File: config.mk
export PLATFORM = sky130hd
export DESIGN_NAME = arg_mailbox_reader
export DESIGN_NICKNAME = d
export VERILOG_FILES = /design/src/rtl/arg_mailbox_reader.sv
export SDC_FILE = /design/constraint.sdc
export NUM_CORES = 1
export LEC_CHECK = 0
export CORE_MARGIN = 2
export CORE_UTILIZATION = 39
export DETAILED_ROUTE_END_ITERATION = 6
export SLEW_MARGIN = 20
export SYNTH_ARGS = -nofsm -noshare
export SYNTH_HDL_FRONTEND = slang
export SYNTH_SLANG_ARGS = --single-unit
File: constraint.sdc
create_clock -name clk -period 2.4 [get_ports clk]
set_clock_uncertainty 0.15 [all_clocks]
set_input_delay 0.36 -clock clk [delete_from_list [all_inputs] [get_ports clk]]
set_output_delay 0.36 -clock clk [all_outputs]
set_load 0.1 [all_outputs]
File: src/rtl/arg_mailbox_reader.sv
// Argument mailbox: valid/ready writer into a DEPTH-entry circular FIFO, request/response reader.
// Define ARG_MAILBOX_READER_STICKY_ERR_EN to make rd_err latch until the next accepted read.
module arg_mailbox_reader #(
    parameter int WIDTH = 8,
    parameter int DEPTH = 4
) (
    input  logic                     clk,
    input  logic                     rst_n,
    input  logic                     wr_valid,
    output logic                     wr_ready,
    input  logic [WIDTH-1:0]         wr_data,
    input  logic                     rd_req,
    output logic                     rd_valid,
    output logic [WIDTH-1:0]         rd_data,
    output logic                     rd_err,
    output logic [$clog2(DEPTH):0]   count
);

    localparam int AW = $clog2(DEPTH);
    localparam int CW = AW + 1;

    logic [WIDTH-1:0] mem [DEPTH];
    logic [AW-1:0]    wr_ptr;
    logic [AW-1:0]    rd_ptr;
    logic             wr_acc;
    logic             rd_acc;
    logic             rd_empty;
    logic [CW-1:0]    count_nxt;

    // wr_ready decodes registered occupancy only, so a same-cycle read never opens a slot early.
    assign wr_ready = (count != CW'(DEPTH));
    assign wr_acc   = wr_valid && wr_ready;
    assign rd_acc   = rd_req && (count != '0);
    assign rd_empty = rd_req && (count == '0);

    always_comb begin
        count_nxt = count;
        case ({wr_acc, rd_acc})
            2'b10:   count_nxt = count + CW'(1);
            2'b01:   count_nxt = count - CW'(1);
            default: count_nxt = count;
        endcase
    end

    // Storage is intentionally not reset; pointers and count define what is valid.
    always_ff @(posedge clk) begin
        if (wr_acc) begin
            mem[wr_ptr] <= wr_data;
        end
    end

    always_ff @(posedge clk or negedge rst_n) begin
        if (!rst_n) begin
            wr_ptr   <= '0;
            rd_ptr   <= '0;
            count    <= '0;
            rd_valid <= 1'b0;
            rd_data  <= '0;
        end else begin
            count    <= count_nxt;
            rd_valid <= rd_acc;
            if (wr_acc) begin
                wr_ptr <= wr_ptr + AW'(1);
            end
            if (rd_acc) begin
                rd_ptr  <= rd_ptr + AW'(1);
                rd_data <= mem[rd_ptr];
            end
        end
    end

`ifdef ARG_MAILBOX_READER_STICKY_ERR_EN
    always_ff @(posedge clk or negedge rst_n) begin
        if (!rst_n) begin
            rd_err <= 1'b0;
        end else if (rd_acc) begin
            rd_err <= 1'b0;
        end else if (rd_empty) begin
            rd_err <= 1'b1;
        end
    end
`else
    always_ff @(posedge clk or negedge rst_n) begin
        if (!rst_n) begin
            rd_err <= 1'b0;
        end else begin
            rd_err <= rd_empty;
        end
    end
`endif

endmodule

Word level (Yosys, flattened, before mapping)
Memory sizes are Yosys's and may differ from the RTL's. A register that Yosys moved wholly into a read port is not among the register bits. Index checks and enable logic that the tools add are counted.

Output and inout port bits: 14. Word-level logic and storage cells: 23. Bits in writable memories: 32. Memories: 1. Flip-flop bits (word level): 9. Input port bits: 12.

Memory list: mem (depth 4, width 8, read ports 1, clocked after Yosys merged registers in 1, wr ports 1, line 22) `logic [WIDTH-1:0] mem [DEPTH];`.

Add/sub/neg operators: 4. Reduce and logical (&&, ||, !) cells: 7. Equality and inequality tests: 3. Multiplexer cells: 3.

Operators by type and width (number): $pmux 3 s2 (1); $add 2x1->2 const B (2); $add 3x1->3 const B (1); $logic_and 1x1->1 (3); $logic_not 3->1 (1); $ne 3x3->1 const B (1); $reduce_bool 3->1 (1); $sub 3x1->3 const B (1); $eq 2x1->1 const B (1); $eq 2x2->1 const B (1); $mux 1 (2); $reduce_bool 2->1 (1); $logic_not 1->1 (1).

Depth between registers and ports, before layout
Depth in word-level cells: 4. Gate-level depth with buffers: 9. Depth with buffers taken out: 9.

Least setup slack after synthesis
Ideal clock, no wire load.

Path kind: reg-to-reg. From: register count[2]. To: register count[2]. Data required time: 2.085 ns. Path buffers: 0. Stages on the path, launching flop included: 10. Slack: -0.730 ns. Arrival time: 2.815 ns. Clock period less this slack: 3.130 ns. Cell sequence: dfrtp_1 > or3b_4 > and2_4 > inv_1 > ha_1 > inv_1 > fa_1 > xor2_1 > nor2_1 > xor2_1.

Word-level cells in the longest chain between the ends: 4.

Ends and longest elaborated chain: start, declared (line 16) `output logic [$clog2(DEPTH):0] count`; start signal, assigned (line 60) `count <= count_nxt;`; $ne 3x3->1 * (line 31) `assign wr_ready = (count != CW'(DEPTH));`; via wr_ready (line 10) `output logic wr_ready,`; $logic_and 1x1->1 * (line 32) `assign wr_acc = wr_valid && wr_ready;`; $eq 2x1->1 / $eq 2x2->1 (equally long branches) (line 38) `case ({wr_acc, rd_acc})`; $pmux 3 s2 / $reduce_bool 2->1 (equally long branches).

The timed path passes the listed nets; every way through them passes the cells marked *. A chain may end at the register's enable or synchronous reset.

Worst setup path after layout
From: register count[0]. To: register count[2].

Word-level cells in the longest chain between the ends: 4.

Ends and longest elaborated chain (line): $ne 3x3->1 / $reduce_bool 3->1 (equally long branches) (31, 33); $logic_and 1x1->1 (on tied branches) (32, 33); $eq 2x1->1 / $eq 2x2->1 (equally long branches) (38); $pmux 3 s2 / $reduce_bool 2->1 (equally long branches).

Parallel ways exist; a longest one is shown, timed or not.

==> run_results.csv <==
group,metric,value,unit
timing,slew_violations,0,
timing,timing.fmax,442,MHz
setup_path,worstPathMaxFanout,6,
clock_tree,cts_root_buf,"clkbuf_8",
placed_design,portBuffers,25,
setup_path,r2r_cells,9,
timing,timing.final.hold_violations,0,
die,die_area,5550,µm²
job,max_cap_violations,0,
synthesis,yosys_warnings,0,
clock_tree,cts_tree,"done",
clock_tree,clockBufferDepth,2,
synthesis,synth_area,1940,µm²
die,die_h,74.5,µm
clock_tree,cts.sink_count,49,
clock_tree,cts_htree_levels,2,
placed_design,hpwlAfterDp,2250,µm
die,std_cell_rows,25,
route,ant_nets,0,
die,initial_core_util,0.408,
global_route,overflow,0,
global_route,antenna_found_initial,0,
timing,fin_crit,2.26,ns
setup_path,startpoint,"count[0]$_DFFE_PN0P_",
setup_path,critical_path.startpoint_type,"flip-flop",
layout,antenna_cells,0,
setup_path,end_kind,"flip-flop",
layout,fillCellCount,410,
die,die_x,74.5,µm
route,wire_per_inst,14.9,µm
route,first_iter_violations,54,
setup_path,critPathMaxStageDelay,0.48,ns
synthesis,synth_fa_ha_area_frac,0.0426,
synthesis,ys_seq_area_frac,0.715,
global_route,grt_max_degree,18,
route,drc,0,
clock_tree,numCtsBuffers,5,
setup_path,rr_startpoint,"count[0]$_DFFE_PN0P_",
timing,timing.hold.ws,0.226,ns
route,vias_per_cell,4.62,
synthesis,syn_inst,114,
route,vias,1012,
clock_tree,cts_resized,0,
die,io_pins,26,
timing,worst_pin_slew,0.589,ns
synthesis,syn-num-nets,132,
synthesis,synth_top_family_by_area,"multiplexers",
layout,finalInstanceArea,2420,µm²
setup_path,slowest_stage,"dfrtp_4",
setup_path,critical-path-top-delay-family,"simple AND/OR/NAND/NOR gates",
die,core_area,4750,µm²
layout,final_cells,219,
clock_tree,clk-insertion-delay-late,0.30,ns
synthesis,ys_seq_elements,49,
synthesis,synthXorXnorAreaFrac,0.0271,
setup_path,critical_path.cell_chain,"or3b_4 > and2_4 > inv_2 > ha_4 > inv_2 > fa_2 > xor2_1 > nor2_1 > xor2_1",
setup_path,crit_type,"reg2reg",
synthesis,synth_top_area_share,0.495,
global_route,track_usage,0.136,
clock_tree,clk_pin_slew_worst_paths,0.09,ns
timing,rsz0062_at_grt,"false",
global_route,grt_first_pass_wirelength,5250,µm
layout,area_delta_synth_final,24.8,%
synthesis,yosys.area.top_type,"edfxtp_1",
layout,drive_gt1_frac,0.349,
layout,nets,169,
timing,period_share,0.943,
placed_design,dp.cells,209,
global_route,grt_pass1_vias,1094,
synthesis,syn_avg_cell_area,17.0,µm²
timing,finalSetupViolations,0,
outcome,status,"finished clean",
synthesis,synthSimpleGateAreaFrac,0.0806,
setup_path,arrival,2.34,ns
timing,relSlewSlack,0.607,
route,wl,3270,µm
worst_hold_path,hp-class,"in2async",
placed_design,gp_congestion,0.713,
setup_path,worstSetupPathDepth,9,
placed_design,dpl_cell_area,2290,µm²
setup_path,crit_buf_inv,2,
timing,fin_setup_tns,0,ns
synthesis,netlist_top_cells_area,"edfxtp_1 50%, dfrtp_1 22%, mux4_2 9.3%, nand2_1 4.8%, ha_1 3.2%",
synthesis,synth_compound_area_frac,0.0110,
route,first_pass_iters,4,
synthesis,synthMuxAreaShare,0.106,
synthesis,ys_types,20,
setup_path,required,2.48,ns
path summary, 6_finish.rpt:
check | slack [ns] | end
worst max-delay path | 0.14 | count[2]$_DFFE_PN0P_
worst min-delay path | 0.23 | rd_data[6]$_DFFE_PN0P_
worst max register to register | 0.14 | count[2]$_DFFE_PN0P_
worst min register to register | 0.34 | rd_data[6]$_DFFE_PN0P_
max in group asynchronous | 1.65 | count[0]$_DFFE_PN0P_
min in group clk | 0.34 | rd_data[6]$_DFFE_PN0P_
state kept, by name, indices dropped and copies added, names as in the netlist:
name / cells
rd_valid: 1
wr_ptr: 2
rd_data: 8
rd_ptr: 2
count: 3
rd_err: 1
mem: 32
per-stage QoR:
step                utilization  worst slack [ns]
floorplan                     -            -0.242
global placement          0.482             0.149
detailed placement        0.482             0.103
CTS                       0.506            0.0787
global route              0.509            0.0127
finish                    0.509             0.138
final cells by class:
| type | instances | area (µm²) | share of cell area |
|---|---|---|---|
| sequential | 49 | 1400 | 0.577 |
| inverter | 7 | 26.3 | 0.0109 |
| tap | 67 | 83.8 | 0.0346 |
| clock buffer | 5 | 68.8 | 0.0284 |
| clock inverter | 3 | 43.8 | 0.0181 |
| multi-input combinational | 56 | 533 | 0.220 |
| timing repair buffer | 32 | 268 | 0.111 |
timing repair:
item | in CTS | in global routing
setup buffers | 0 | 2
hold buffers | 0 | 0
setup endpoints to repair | 0 | 1
cells in the final DEF, fill, tap and decap left out, types with 2 or more instances in the layout:
| master | instances |
|---|---|
| xnor2_1 | 4 |
| dfrtp_1 | 14 |
| clkbuf_8 | 5 |
| buf_4 | 21 |
| nand2_1 | 25 |
| and3_2 | 4 |
| clkdlybuf4s50_1 | 11 |
| mux4_2 | 8 |
| inv_2 | 3 |
| xor2_1 | 2 |
| edfxtp_1 | 32 |
| ha_1 | 4 |
| dfrtp_4 | 3 |
| inv_1 | 4 |
kinds of logic (layout without fill, tap and decap cells):
| family | count (synthesis) | in the layout |
|---|---|---|
| muxes | 10 | 10 |
| xor gates and xnor gates | 6 | 6 |
| and+or+nand+nor | 33 | 33 |
| AOI/OAI and AO/OA | 1 | 1 |
| adders and majority gates | 6 | 6 |
| buffers and inverters | 9 | 47 |
| DFF | 49 | 49 |
Yosys cell counts:
master and instances:
edfxtp_1 32, nand2_1 25, dfrtp_1 17, mux4_2 8, inv_1 6, ha_1 5
and3_2 4, xnor2_1 4, xor2_1 2, and2_4 1, buf_2 1, clkbuf_1 1
fa_1 1, inv_2 1, mux2_4 1, mux2i_1 1, nor2_1 1, nor4b_1 1
o31ai_4 1, or3b_4 1
layer usage:
metal  track usage  vias up  part of all wire
li1              -      480                 -
met1         0.160      506              0.43
met2         0.231       19              0.52
met3        0.0366        7             0.027
met4        0.0675        0             0.019
met5             0        -                 0
Power is not shown: default switching activity piles up to over one toggle a cycle in this logic, so the estimate is an artifact.
